File: config.mk
export PLATFORM = sky130hd
export DESIGN_NAME = add_serial
export DESIGN_NICKNAME = d
export VERILOG_FILES = /design/src/rtl/alu4_pkg.sv /design/src/rtl/add1.sv /design/src/rtl/add_serial.sv
export SDC_FILE = /design/constraint.sdc
export NUM_CORES = 1
export LEC_CHECK = 0
export CORE_MARGIN = 2
export CORE_UTILIZATION = 47
export CTS_CLUSTER_DIAMETER = 30
export CTS_CLUSTER_SIZE = 30
export DETAILED_ROUTE_END_ITERATION = 10
export HOLD_SLACK_MARGIN = 0.08
export PLACE_DENSITY = 0.76
export SYNTH_ARGS = -nofsm -noshare
export SYNTH_HDL_FRONTEND = slang
export SYNTH_HIERARCHICAL = 1
export SYNTH_SLANG_ARGS = --single-unit
export TNS_END_PERCENT = 30
File: constraint.sdc
create_clock -name clk -period 1.6 [get_ports clk]
set_clock_uncertainty 0.1 [all_clocks]
set_input_delay 0.32 -clock clk [delete_from_list [all_inputs] [get_ports clk]]
set_output_delay 0.32 -clock clk [all_outputs]
set_load 0.05 [all_outputs]
File: src/rtl/alu4_pkg.sv
// Shared definitions for the 4-bit ALU datapath blocks.
package alu4_pkg;

    // Default operand width used across the ALU.
    localparam int ALU_WIDTH = 4;

    // Sequencing states of the bit-serial adder.
    typedef enum logic [1:0] {
        IDLE = 2'd0,
        RUN  = 2'd1,
        DONE = 2'd2
    } add_serial_state_t;

endpackage

File: src/rtl/add1.sv
// One-bit full adder cell, purely combinational.
module add1 (
    input  logic a,
    input  logic b,
    input  logic carry_in,
    output logic out,
    output logic carry_out
);

    // Sum and carry of a single bit position.
    always_comb begin
        out       = a ^ b ^ carry_in;
        carry_out = (a & b) | (a & carry_in) | (b & carry_in);
    end

endmodule

File: src/rtl/add_serial.sv
// Bit-serial adder: operands are shifted LSB-first through one full-adder
// cell, with the carry loop closed through a flop. Results are returned
// over a valid/ready handshake together with carry-out and signed overflow.
module add_serial
    import alu4_pkg::*;
#(
    parameter int WIDTH = ALU_WIDTH
) (
    input  logic             clk,
    input  logic             rst_n,
    input  logic             in_valid,
    output logic             in_ready,
    input  logic [WIDTH-1:0] a,
    input  logic [WIDTH-1:0] b,
    input  logic             carry_in,
    output logic             out_valid,
    input  logic             out_ready,
    output logic [WIDTH-1:0] sum,
    output logic             carry_out,
    output logic             overflow
);

    localparam int            CW   = $clog2(WIDTH);
    localparam logic [CW-1:0] LAST = CW'(WIDTH - 1);

    add_serial_state_t state;
    logic [WIDTH-1:0]  a_sr;
    logic [WIDTH-1:0]  b_sr;
    logic [WIDTH-1:0]  sum_sr;
    logic              carry_q;
    logic [CW-1:0]     count;
    logic              bit_sum;
    logic              bit_carry;

    add1 u_add1 (
        .a         (a_sr[0]),
        .b         (b_sr[0]),
        .carry_in  (carry_q),
        .out       (bit_sum),
        .carry_out (bit_carry)
    );

    // Accept only in IDLE, and never while reset is being held.
    assign in_ready = (state == IDLE) & rst_n;
    assign sum      = sum_sr;

    // Sequencer: load operands, shift one bit per clock, hold result until taken.
    always_ff @(posedge clk or negedge rst_n) begin
        if (!rst_n) begin
            state     <= IDLE;
            a_sr      <= '0;
            b_sr      <= '0;
            sum_sr    <= '0;
            carry_q   <= 1'b0;
            count     <= '0;
            carry_out <= 1'b0;
            overflow  <= 1'b0;
            out_valid <= 1'b0;
        end else begin
            case (state)
                IDLE: begin
                    if (in_valid) begin
                        a_sr    <= a;
                        b_sr    <= b;
                        carry_q <= carry_in;
                        count   <= '0;
                        state   <= RUN;
                    end
                end
                RUN: begin
                    a_sr    <= {1'b0, a_sr[WIDTH-1:1]};
                    b_sr    <= {1'b0, b_sr[WIDTH-1:1]};
                    sum_sr  <= {bit_sum, sum_sr[WIDTH-1:1]};
                    carry_q <= bit_carry;
                    count   <= count + CW'(1);
                    if (count == LAST) begin
                        overflow  <= carry_q ^ bit_carry;
                        carry_out <= bit_carry;
                        out_valid <= 1'b1;
                        state     <= DONE;
                    end
                end
                DONE: begin
                    if (out_ready) begin
                        out_valid <= 1'b0;
                        state     <= IDLE;
                    end
                end
                default: begin
                    out_valid <= 1'b0;
                    state     <= IDLE;
                end
            endcase
        end
    end

endmodule
==> results of run 1 <==
flip-flops by register name (all words and copies together) (netlist names):
signal	flops
overflow	1
sum	4
out_valid	1
carry_q	1
state	2
carry_out	1
b_sr	4
a_sr	4
count	2
layout by cell type (no fill, tap or decap), drive strengths merged, types with 4 or more instances in the layout:
cell,synthesis,layout
nor2,4,4
clkdlybuf4s50,0,11
nand2b,4,4
mux2,5,5
dfrtp,20,20
o22ai,9,9
o21ai,4,4
buf,3,17
inv,5,5
a21oi,5,5
cell families after synthesis:
family                     after synthesis  synth area share, %
AOI/OAI and AO/OA                       27                20.00
DFF                                     20                55.94
and+or+nand+nor                         14                8.391
buffers and inverters                    8                4.755
muxes                                    5                6.293
adders and majority gates                2                3.636
xor gates and xnor gates                 1               0.9792
what timing repair did:
action,in CTS,in global routing
resized for setup,4,2
endpoints found under the hold margin,0,0
setup buffers,2,0
setup endpoints to repair,1,2
final timing paths:
path / startpoint / to / slack (ps) / cells past startpoint
max: state[0]$_DFFE_PN0P_ / in_ready / 70 / 3
min: rst_n / a_sr[1]$_DFFE_PN0P_ / 80 / 2
max reg2reg: state[0]$_DFFE_PN0P_ / a_sr[2]$_DFFE_PN0P_ / 120 / 3
min reg2reg: count[0]$_DFFE_PN0P_ / count[0]$_DFFE_PN0P_ / 420 / 1
max in group asynchronous: rst_n / state[1]$_DFFE_PN0P_ / 1100 / 2
min in group clk: count[0]$_DFFE_PN0P_ / count[0]$_DFFE_PN0P_ / 420 / 1
power by group through the flow:
stage	clock [mW]	sequential, mW	combinational, mW
after floorplan	0	1.19	0.717
after global placement	0	1.00	1.53
after detailed placement	0	1.02	1.57
after CTS	0.234	0.969	1.66
after global routing	0.255	1.00	1.78
final	0.230	0.972	1.66
per-stage QoR:
step | hold slack [ps] | setup TNS [ps]
after global routing | 86.92 | 0
after global placement | 387.5 | -30.65
after floorplan | -75.59 | 0
after CTS | 83.10 | 0
final | 75.79 | 0
after detailed placement | 393.4 | -53.87
cell type report:
cell class | count | area share (%)
flip-flops and latches | 20 | 39.26
multi-input cells | 49 | 28.03
repair buffers | 29 | 27.05
well taps | 25 | 2.441
clock buffers | 3 | 1.758
inverters | 5 | 1.465
metal layers:
metal  vias up  track usage, %
li1        345               -
met1       363           30.73
met2        27           36.49
met3         7           4.151
met4         0           9.189
met5         -               0
==> qor.yml, run 1 <==
combPwrFrac_pct: 58.0
pwr_density_cell_nw_per_um2: 2233
syn_avg_cell_area_um2: 11.62
synth_edf_count: 0
crit_path_cell_trace: "inv_2 -> and3_4 -> buf_12"
synthArstFlopShare_pct: 100.0
status: "finished clean"
synth_seq_area_share_pct: 55.94
finalHoldViolCount: 0
drt-total-wl_um: 2041
fmax_mhz: 653.0
grt_overflow: 0
die_w_um: 47.63
dpl_worst_slack_ps: -33.68
clock-root-buffer: "clkbuf_4"
cts_sinks: 20
finalSetupViolCount: 0
crit_path_top_delay_cell: "dfrtp_2"
syn2layout_area_growth_pct: 43.22
n_fill_cell: 133
num_vias: 742
clk_latency_ps: 290
wl_met2_um: 984
synthCells: 77
drtIter0Drc: 26
cts_buffer_depth: 2
drc: 0
synth_cell_types: 24
io_pins: 21
postLayoutCoreUtil_pct: 72.62
syn_nets: 92
worstPathArrival_ps: 1110
drt_pass1_iterations: 4
synth_area_leaders: "dfrtp_1 56%, mux2_2 6.3%, o22ai_1 6.3%"
cts-buffers-inserted: 3
die_height_um: 47.63
h-tree-depth: 1
cpPeakStageDelay_ps: 450
ys_seq_elements: 20
start_util_pct: 50.71
min_path_type: "in2async"
clock_power_share_pct: 8.0
min_period_ps: 1532
synth_commonest_cells: "20 x dfrtp_1, 9 x o22ai_1, 5 x a21oi_1, 5 x inv_1, 5 x mux2_2"
dieArea_um2: 2269
timing.final.crit_share_pct: 95.72
cap_viol_max_count: 0
top_layer: "met4"
dpl-instance-area_um2: 1235
met3_length_um: 109
portBuffers: 20
final_nets: 123
core_um2: 1764
area.sequential_um2: 503.0
ir_worst_vdd_uv: 1340
required_ps: 1180
slew_headroom_pct: 82.83
grt_pass1_vias: 740
wire_per_inst_um: 15.58
path_class: "reg2out"
switching_share_pct: 40.84
tightest_slew_ps: 257.6
power.internal_mw: 1.693
instances_no_fill: 131
fin_area_um2: 1281
worstSetupStartpointType: "flop"
fin_total_pwr_mw: 2.862
drive_gt1_share_pct: 29.25
critical_path.max_fanout: 4
multiInputGateArea_um2: 359.1
cp-end-kind: "output port"
synth-main-ff-cell: "dfrtp_1"
ant_nets: 0
grt_pass1_wl_um: 3470
setup_ws_ps: 68.50
wl_met1_um: 906
grt_use_total_pct: 22.76
netlist_area_um2: 894.6
finalMaxSlewViolations: 0
gp_congestion: 0.8203
yosys.area.top_type: "dfrtp_1"
synth_top_area_share_pct: 55.94
critPathTopFamily: "flip-flops"
pwr-share-seq_pct: 34.0
antenna_found_initial: 0
clkTransAtPathRegs_ps: 110
synth.most_common_cell: "dfrtp_1"
hold_buffers: 0
cts_tree: "built"
ys_warn_count: 6
antenna_cells_inserted: 0
hpwlAfterDp_um: 1443
place_inst: 126
rows: 15
grt_max_degree: 21
p_switching_mw: 1.169
power.leakage_nw: 0.5487
path_buf_inv: 2
drt-vias-per-instance: 5.664
grt_setup_unrepaired: "no"
(Power assumes the default switching activity.)
==> inputs of run 2 (changes only) <==
--- a/config.mk
+++ b/config.mk
@@ -7,10 +7,10 @@
 export LEC_CHECK = 0
 export CORE_MARGIN = 2
-export CORE_UTILIZATION = 47
+export CORE_UTILIZATION = 50
 export CTS_CLUSTER_DIAMETER = 30
 export CTS_CLUSTER_SIZE = 30
 export DETAILED_ROUTE_END_ITERATION = 10
 export HOLD_SLACK_MARGIN = 0.08
-export PLACE_DENSITY = 0.76
+export PLACE_DENSITY = 0.8
 export SYNTH_ARGS = -nofsm -noshare
 export SYNTH_HDL_FRONTEND = slang
==> constraint.sdc (replaced) <==
create_clock -name clk -period 1.9 [get_ports clk]
set_clock_uncertainty 0.1 [all_clocks]
set_input_delay 0.38 -clock clk [delete_from_list [all_inputs] [get_ports clk]]
set_output_delay 0.38 -clock clk [all_outputs]
set_load 0.02 [all_outputs]
==> qor.yml, run 2 (synthesis gave the netlist of run 1 again) <==
min_period_ps: 1848
tightest_slew_ps: 405.1  # was 257.6 ps
worstSetupStartpoint: "rst_n"  # was state[0]$_DFFE_PN0P_
grt_setup_unrepaired: "no"  # unchanged
dpl-instance-area_um2: 1147  # was 1235 um2
drt-vias-per-instance: 5.398  # was 5.664
grt_overflow: 0  # unchanged
finalMaxSlewViolations: 0  # unchanged
cts-buffers-inserted: 3  # unchanged
clk_latency_ps: 290  # about the same
required_ps: 1420  # was 1180 ps
rows: 15  # unchanged
area.sequential_um2: 500.5  # was 503.0 um2
antenna_cells_inserted: 0  # unchanged
setup_tns_ps: 0  # unchanged
timing.final.crit_share_pct: 97.27
status: "finished clean"  # unchanged
grt_use_total_pct: 19.53  # was 22.76%
ant_nets: 0  # unchanged
gp_congestion: 0.8241  # was 0.8203
dieArea_um2: 2144  # was 2269 um2
fmax_mhz: 541.1
drt_pass1_iterations: 4  # unchanged
worstSetupStartpointType: "input port"  # was flop
grt_pass1_vias: 641  # was 740
clock-root-buffer: "clkbuf_4"  # unchanged
portBuffers: 20  # unchanged
cpPeakStageDelay_ps: 500  # was 450 ps
fin_area_um2: 1170  # was 1281 um2
slew_headroom_pct: 73.00  # was 82.83%
grt_max_degree: 21  # unchanged
drc: 0  # unchanged
cp-end-kind: "output port"  # unchanged
worstPathArrival_ps: 1370  # was 1110 ps
wire_per_inst_um: 14.38  # was 15.58 um
layout_commonest_cell: "dfrtp_1"  # unchanged
syn2layout_area_growth_pct: 30.77  # was 43.22%
min_path_type: "in2async"  # unchanged
postLayoutCoreUtil_pct: 68.50  # was 72.62%
drive_gt1_share_pct: 14.56  # was 29.25%
critical_path.max_fanout: 2  # was 4
n_fill_cell: 144  # was 133
path_class: "in2out"  # was reg2out
ir_worst_vdd_uv: 972.0  # was 1340 uV
crit_path_cell_trace: "clkdlybuf4s50_1 -> and3_1 -> clkdlybuf4s15_1"  # was inv_2 -> and3_4 -> buf_12
start_util_pct: 52.38  # was 50.71%
cts_buffer_depth: 2  # unchanged
core_um2: 1708  # was 1764 um2
num_vias: 691  # was 742
drtIter0Drc: 20  # was 26
die_height_um: 46.30  # was 47.63 um
hold_buffers: 0  # unchanged
final_cell_mix: "20 x dfrtp_1, 19 x clkdlybuf4s50_1, 9 x o22ai_1"  # was 18 x dfrtp_1, 11 x clkdlybuf4s50_1, 9 x o22ai_1, 9 x buf_4, 8 x buf_12
h-tree-depth: 1  # unchanged
fin_total_pwr_mw: 1.956  # was 2.862 mW
io_pins: 21  # unchanged
final_nets: 120  # was 123
power.leakage_nw: 0.4961  # was 0.5487 nW
crit_path_top_delay_cell: "clkdlybuf4s50_1"  # was dfrtp_2
worst_r2r_startpoint: "state[1]$_DFFE_PN0P_"  # was state[0]$_DFFE_PN0P_
antenna_found_initial: 0  # unchanged
finalHoldViolCount: 0  # unchanged
die_w_um: 46.30  # was 47.63 um
drt-total-wl_um: 1841  # was 2041 um
hpwlAfterDp_um: 1328  # was 1443 um
pwr_density_cell_nw_per_um2: 1672  # was 2233 nW/um2
cap_viol_max_count: 0  # unchanged
multiInputGateArea_um2: 351.6  # was 359.1 um2
grt_pass1_wl_um: 2946  # was 3470 um
cts_sinks: 20  # unchanged
finalSetupViolCount: 0  # unchanged
cts_tree: "built"  # unchanged
clkTransAtPathRegs_ps: 100  # was 110 ps
-- run 2: layout make-up --
cell class	count	area share [%]
Timing Repair Buffer	26	20.96
Sequential cell	20	42.78
Inverter	5	1.604
Multi-Input combinational cell	49	30.05
Clock buffer	3	1.925
Tap cell	25	2.674
-- run 2: what timing repair did --
item	4_1_cts	5_1_grt
endpoints found under the setup margin	1	1
setup buffers	0	0
gates resized for setup	1	1
-- run 2: per-stage QoR --
stage / setup WS (ps) / std cells / hold slack (ps)
2_1_floorplan: 459.9 / 77 / -15.59
3_3_place_gp: -246.5 / 125 / 370.5
3_5_place_dp: -235.6 / 125 / 373.5
4_1_cts: 27.07 / 128 / 382.4
5_1_grt: 4.172 / 128 / 397.4
6_report: 51.81 / 128 / 383.0
-- run 2: critical path: cells and delay by family --
| kind | cells | cell delay (ps) |
|---|---|---|
| buffers and inverters | 2 | 800 |
| and+or+nand+nor | 1 | 180 |
-- run 2: path summary, 6_finish.rpt --
| path | to | slack, ps | cells past startpoint |
|---|---|---|---|
| max | in_ready | 50 | 3 |
| min | a_sr[2]$_DFFE_PN0P_ | 380 | 2 |
| max reg2reg | sum[1]$_DFFE_PN0N_ | 430 | 3 |
| min reg2reg | overflow$_DFFE_PN0P_ | 390 | 2 |
| max in group asynchronous | sum[2]$_DFFE_PN0N_ | 1110 | 2 |
| min in group clk | overflow$_DFFE_PN0P_ | 390 | 2 |
-- run 2: where the power goes --
group | internal, mW | total [mW] | switching [mW]
Combinational | 0.521 | 1.00 | 0.483
Sequential | 0.631 | 0.761 | 0.130
Clock | 0.0738 | 0.191 | 0.118
-- run 2: routing by layer --
layer / GRT usage [%] / wire length [um]
met1: 29.07 / 881
met2: 27.50 / 835
met3: 5.882 / 124
met4: 5.143 / 0
met5: 0 / 0
